### config.mk
export PLATFORM = sky130hd
export DESIGN_NAME = timer_counter_n
export DESIGN_NICKNAME = d
export VERILOG_FILES = /design/src/rtl/timer_counter_n.sv
export SDC_FILE = /design/constraint.sdc
export NUM_CORES = 1
export LEC_CHECK = 0
export CAP_MARGIN = 5
export CORE_MARGIN = 2
export CORE_UTILIZATION = 30
export CTS_CLUSTER_DIAMETER = 80
export CTS_CLUSTER_SIZE = 40
export DETAILED_ROUTE_END_ITERATION = 6
export PLACE_DENSITY_LB_ADDON = 0.05
export SETUP_SLACK_MARGIN = 0.3
export SYNTH_ARGS = -nofsm -noshare
export SYNTH_HDL_FRONTEND = slang
export SYNTH_SLANG_ARGS = --single-unit
### constraint.sdc
create_clock -name clk -period 6.21 [get_ports clk]
set_clock_uncertainty 0.2 [all_clocks]
set_input_delay 1.242 -clock clk [delete_from_list [all_inputs] [get_ports clk]]
set_output_delay 1.242 -clock clk [all_outputs]
set_load 0.005 [all_outputs]
### src/rtl/timer_counter_n.sv
// timer_counter_n: prescaled WIDTH-bit timer with NCH compare
// channels, four counting modes and a flag/mask interrupt.
module timer_counter_n #(
  parameter int WIDTH = 8,
  parameter int NCH   = 2
) (
  input  logic             clk,
  input  logic             rst,
  input  logic [3:0]       addr,
  input  logic             we,
  input  logic [WIDTH-1:0] wdata,
  output logic [WIDTH-1:0] rdata,
  output logic [NCH-1:0]   oc,
  output logic             irq
);

  typedef enum logic [1:0] {
    M_NORM,
    M_CTC,
    M_FPWM,
    M_PC
  } mode_t;

  localparam int NF = NCH + 1;
  localparam logic [WIDTH-1:0] MAX = '1;
  localparam logic [WIDTH-1:0] ONE = WIDTH'(1);

  mode_t            mode;
  logic [2:0]       cs;
  logic [2*NCH-1:0] com;
  logic [WIDTH-1:0] tcnt;
  logic [NF-1:0]    imsk;
  logic [NF-1:0]    ifr;
  logic [WIDTH-1:0] ocr_buf [NCH];
  logic [WIDTH-1:0] ocr_eff [NCH];
  logic             up;
  logic             blk;
  logic [9:0]       presc;

  logic             wr_ctrl;
  logic             wr_ocm;
  logic             wr_tcnt;
  logic             wr_imsk;
  logic             wr_ifr;
  logic [NCH-1:0]   wr_ocr;

  logic [9:0]       div_m1;
  logic             run;
  logic             tick;
  logic             at_max;
  logic             at_zero;
  logic             buffered;
  logic             load;
  logic             wrap;
  logic [WIDTH-1:0] nxt;
  logic             nxt_up;
  logic             tov;
  logic [NCH-1:0]   match;
  logic [NCH-1:0]   oc_nxt;
  logic [NF-1:0]    w1c;
  logic [NF-1:0]    flag_set;

  assign wr_ctrl = we && (addr == 4'd0);
  assign wr_ocm  = we && (addr == 4'd1);
  assign wr_tcnt = we && (addr == 4'd2);
  assign wr_imsk = we && (addr == 4'd3);
  assign wr_ifr  = we && (addr == 4'd4);

  // OCR write strobes live at 8+i
  always_comb begin
    wr_ocr = '0;
    for (int i = 0; i < NCH; i++)
      wr_ocr[i] = we && (addr == 4'(8 + i));
  end

  // Count source: divider terminal value, or stopped
  always_comb begin
    div_m1 = '0;
    run    = 1'b1;
    unique case (cs)
      3'd1:    div_m1 = 10'd0;
      3'd2:    div_m1 = 10'd7;
      3'd3:    div_m1 = 10'd63;
      3'd4:    div_m1 = 10'd255;
      3'd5:    div_m1 = 10'd1023;
      default: run = 1'b0;
    endcase
  end

  assign tick     = run && (presc >= div_m1);
  assign at_max   = (tcnt == MAX);
  assign at_zero  = (tcnt == '0);
  assign buffered = (mode == M_FPWM) || (mode == M_PC);
  assign load     = tick && at_max;
  assign wrap     = tick && at_max;

  // Prescaler: free-running, parked at 0 while stopped
  always_ff @(posedge clk or negedge rst) begin
    if (!rst)
      presc <= '0;
    else if (!run || tick)
      presc <= '0;
    else
      presc <= presc + 10'd1;
  end

  // Next count value, direction and overflow event per mode
  always_comb begin
    nxt    = tcnt + ONE;
    nxt_up = up;
    tov    = 1'b0;
    unique case (mode)
      M_CTC: begin
        tov = at_max;
        if (tcnt == ocr_eff[0])
          nxt = '0;
      end
      M_PC: begin
        if (up) begin
          if (at_max) begin
            nxt    = tcnt - ONE;
            nxt_up = 1'b0;
          end
        end else if (at_zero) begin
          nxt_up = 1'b1;
          tov    = 1'b1;
        end else begin
          nxt = tcnt - ONE;
        end
      end
      default: tov = at_max;
    endcase
  end

  // Compare against the pre-tick count, skipped once after a TCNT write
  always_comb begin
    match = '0;
    for (int i = 0; i < NCH; i++)
      match[i] = tick && !blk && (tcnt == ocr_eff[i]);
  end

  // Output action per channel; in fast PWM the wrap beats a match
  always_comb begin
    oc_nxt = oc;
    for (int i = 0; i < NCH; i++) begin
      unique case (mode)
        M_NORM, M_CTC: begin
          unique case (com[2*i +: 2])
            2'b00: oc_nxt[i] = 1'b0;
            2'b01: if (match[i]) oc_nxt[i] = ~oc[i];
            default: if (match[i]) oc_nxt[i] = com[2*i];
          endcase
        end
        M_FPWM: begin
          if (!com[2*i+1])
            oc_nxt[i] = 1'b0;
          else if (wrap)
            oc_nxt[i] = ~com[2*i];
          else if (match[i])
            oc_nxt[i] = com[2*i];
        end
        default: begin
          if (!com[2*i+1])
            oc_nxt[i] = 1'b0;
          else if (match[i])
            oc_nxt[i] = up ? com[2*i] : ~com[2*i];
        end
      endcase
    end
  end

  assign w1c      = wr_ifr ? wdata[NF-1:0] : '0;
  assign flag_set = {match, tick && tov};

  // Control, mask and flag registers
  always_ff @(posedge clk or negedge rst) begin
    if (!rst) begin
      mode <= M_NORM;
      cs   <= '0;
      com  <= '0;
      imsk <= '0;
      ifr  <= '0;
    end else begin
      if (wr_ctrl) begin
        mode <= mode_t'(wdata[1:0]);
        cs   <= wdata[4:2];
      end
      if (wr_ocm)
        com <= (2*NCH)'(wdata);
      if (wr_imsk)
        imsk <= wdata[NF-1:0];
      ifr <= (ifr & ~w1c) | flag_set;
    end
  end

  // Counter, direction and post-write compare block
  always_ff @(posedge clk or negedge rst) begin
    if (!rst) begin
      tcnt <= '0;
      up   <= 1'b1;
      blk  <= 1'b0;
    end else begin
      if (wr_tcnt)
        tcnt <= wdata;
      else if (tick)
        tcnt <= nxt;
      if (wr_tcnt)
        blk <= 1'b1;
      else if (tick)
        blk <= 1'b0;
      if (mode != M_PC)
        up <= 1'b1;
      else if (tick)
        up <= nxt_up;
    end
  end

  // OCR buffers; PWM modes latch them at the top of the count
  always_ff @(posedge clk or negedge rst) begin
    if (!rst) begin
      for (int i = 0; i < NCH; i++) begin
        ocr_buf[i] <= '0;
        ocr_eff[i] <= '0;
      end
    end else begin
      for (int i = 0; i < NCH; i++) begin
        if (wr_ocr[i])
          ocr_buf[i] <= wdata;
        if (!buffered || load)
          ocr_eff[i] <= wr_ocr[i] ? wdata : ocr_buf[i];
      end
    end
  end

  // Registered compare outputs
  always_ff @(posedge clk or negedge rst) begin
    if (!rst)
      oc <= '0;
    else
      oc <= oc_nxt;
  end

  assign irq = |(ifr & imsk);

  // Register read mux
  always_comb begin
    rdata = '0;
    unique case (addr)
      4'd0: rdata = WIDTH'({cs, mode});
      4'd1: rdata = WIDTH'(com);
      4'd2: rdata = tcnt;
      4'd3: rdata = WIDTH'(imsk);
      4'd4: rdata = WIDTH'(ifr);
      default: ;
    endcase
    for (int i = 0; i < NCH; i++)
      if (addr == 4'(8 + i))
        rdata = ocr_buf[i];
  end

endmodule

==> flow_metrics.tcl <==
set metrics [dict create \
    ant_nets 0 \
    finalCritPeriodShare_pct 83.39 \
    finalCriticalPeriod_ns 5.179 \
    r2r_start "cs[2]" \
    start_util_pct 30.98 \
    clockBufferDepth 2 \
    hpwl_um 8431 \
    drive_gt1_share_pct 16.59 \
    dieArea_um2 14800 \
    max-cap-violations 0 \
    syn_avg_cell_area_um2 9.932 \
    cts-root-buf "clkbuf_16" \
    rsz0062_at_grt "false" \
    p_leak_nw 1.992 \
    wl_per_cell_um 18.94 \
    cts.sinks 69 \
    synth_seq_cells 69 \
    grt_pass1_vias 3365 \
    cts_hold_buffers 0 \
    grt_overflow 0 \
    hp-start "ocr_eff[11]" \
    combPwrFrac_pct 29.7 \
    maxSlewHeadroom_pct 38.64 \
    power.density_nw_per_um2 370.9 \
    cts_resized 0 \
    final_cell_mix "68 x dfrtp_1, 41 x nand2_1, 41 x mux2_2" \
    crit_type "input pin to primary output" \
    post_cts_buffers 0 \
    h-tree-depth 3 \
    rows 42 \
    power_mw 1.783 \
    cts.clk_slew.worst_paths_ns 0.06 \
    layoutNonFillerInstCount 616 \
    drt-initial-drc-count 160 \
    placed_cells 600 \
    ioPinCount 26 \
    track_usage_pct 17.29 \
    final_common_cell "dfrtp_1" \
    port_buffers 25 \
    async_reset_ff_share_pct 100.0 \
    synth-edff-count 0 \
    path_max_fanout 16 \
    seqPwrFrac_pct 43.2 \
    syn-cell-area_um2 4151 \
    die_w_um 121.6 \
    grt_pass1_wl_um 19290 \
    core_area_um2 13400 \
    synth-seq-area-share_pct 41.62 \
    yosysWarnings 0 \
    end_kind "primary output" \
    hold_class "flop to flop" \
    clk_latency_ns 0.34 \
    internal_power_mw 1.107 \
    placed_area_um2 4532 \
    avgViaCountPerCell 5.271 \
    syn_inst 418 \
    pwr-share-clk_pct 27.1 \
    setup_viol 0 \
    start_kind "input pin" \
    grt_max_degree 70 \
    cts_tree "built" \
    tightest_slew_ns 0.9204 \
    drcViolationCount 0 \
    syn_to_final_growth_pct 15.79 \
    synth_ff_type "dfrtp_1" \
    antenna_found_initial 0 \
    fill_cells 1383 \
    die_h_um 121.6 \
    final_area_um2 4807 \
    routed_wl_um 11670 \
    crit_arrival_ns 3.74 \
    status "completed" \
    antennaDiodeCount 0 \
    finalHoldViolCount 0 \
    synthDistinctLibCells 64 \
    nets 464 \
    tns_ns 0 \
    first_pass_iters 4 \
    multi_input_area_um2 2271 \
    num_vias 3247 \
    cts-buffers-inserted 9 \
    vdd_drop_max_v 0.0001454 \
    gp_congestion 0.8529 \
    syn-num-nets 447 \
    swShare_pct 37.91 \
    drv_slew 0 \
    worstPathRequired_ns 4.77 \
    fmax_mhz 193.1 \
    r2r_slack_ns 2.42 \
    seqCellArea_um2 1728 \
    power_switching_mw 0.6758 \
    critPathLaunch "addr[0]" \
]
## through the flow
step	worst slack [ns]	utilization (%)	hold WS [ns]
floorplan	2.390	-	0.2652
global placement	1.011	33.82	0.2956
detailed placement	0.9897	33.82	0.3005
CTS	0.9844	35.87	0.3150
global route	0.8099	35.87	0.3372
finish	1.031	35.87	0.3121
## cell usage after synthesis (3+ instances only)
cell type | number | area (um^2)
o211ai_1 | 7 | 52.55
buf_2 | 5 | 25.02
nand2_1 | 41 | 153.9
mux2_2 | 41 | 461.7
nor2_1 | 33 | 123.9
and2_1 | 3 | 18.77
or2_2 | 4 | 25.02
a221oi_1 | 4 | 35.03
nand4_1 | 4 | 25.02
clkbuf_1 | 13 | 48.80
a22o_1 | 3 | 26.28
a211oi_1 | 4 | 30.03
a21o_1 | 3 | 22.52
xor2_1 | 23 | 201.4
a222oi_1 | 4 | 40.04
o21ai_0 | 13 | 65.06
nor4_1 | 5 | 31.28
nor3_1 | 7 | 35.03
a31oi_1 | 3 | 18.77
nand3_1 | 16 | 80.08
o221ai_1 | 3 | 26.28
a21oi_1 | 22 | 110.1
dfrtp_1 | 68 | 1702
inv_1 | 14 | 52.55
ha_1 | 14 | 175.2
o311ai_1 | 3 | 26.28
and3_1 | 4 | 25.02
xnor2_1 | 3 | 26.28
o311ai_0 | 3 | 26.28
o21a_1 | 3 | 22.52
## layout make-up
| cell class | count | area share (%) |
|---|---|---|
| multi-input cells | 314 | 47.24 |
| clock inverters | 7 | 1.041 |
| inverters | 14 | 1.093 |
| clock buffers | 9 | 4.685 |
| flip-flops and latches | 69 | 35.94 |
| well taps | 176 | 4.581 |
| repair buffers | 27 | 5.414 |
## power groups by stage
stage	Combinational [mW]	Sequential, mW	Clock, mW
6_report	0.530	0.771	0.482
5_1_grt	0.601	0.800	0.524
4_1_cts	0.538	0.774	0.501
3_5_place_dp	0.535	0.781	0
3_3_place_gp	0.531	0.785	0
2_1_floorplan	0.464	0.660	0
## state kept, by name (all words and copies together) (netlist names)
signal / cells
ocr_buf: 16
ocr_eff: 16
presc: 10
tcnt: 8
com: 4
cs: 3
ifr: 3
imsk: 3
mode: 2
oc: 2
blk: 1
up: 1
## per-layer routing
| metal | vias up | wire [um] | global-route usage, % |
|---|---|---|---|
| met4 | 0 | 155 | 7.040 |
| met5 | - | 0 | 0 |
| met1 | 1612 | 5620 | 23.70 |
| met3 | 10 | 416 | 2.996 |
| li1 | 1575 | - | - |
| met2 | 50 | 5474 | 27.07 |
## critical path, stage by stage
cell and delay, ns:
clkdlybuf4s50_1 0.67, nor4b_2 0.88, a221oi_1 0.21, a21oi_1 0.21
clkdlybuf4s50_1 0.53
## worst paths after layout
path                                    end  depth (start not counted)
worst max-delay path               rdata[2]                          5
worst min-delay path            ocr_eff[11]                          1
worst max register to register  ocr_eff[10]                          9
worst min register to register  ocr_eff[11]                          1
max in group asynchronous       ocr_eff[15]                          2
min in group asynchronous          presc[3]                          2
## kinds of logic (layout without fill, tap and decap cells)
| group | after synthesis | count (layout) | synth area share, % |
|---|---|---|---|
| DFF | 69 | 69 | 41.62 |
| buffers and inverters | 35 | 57 | 3.677 |
| AOI/OAI and AO/OA | 93 | 93 | 16.21 |
| muxes | 45 | 45 | 12.15 |
| xor gates and xnor gates | 26 | 26 | 5.485 |
| adders and majority gates | 15 | 15 | 4.461 |
| and+or+nand+nor | 135 | 135 | 16.40 |
(Power assumes the default switching activity.)
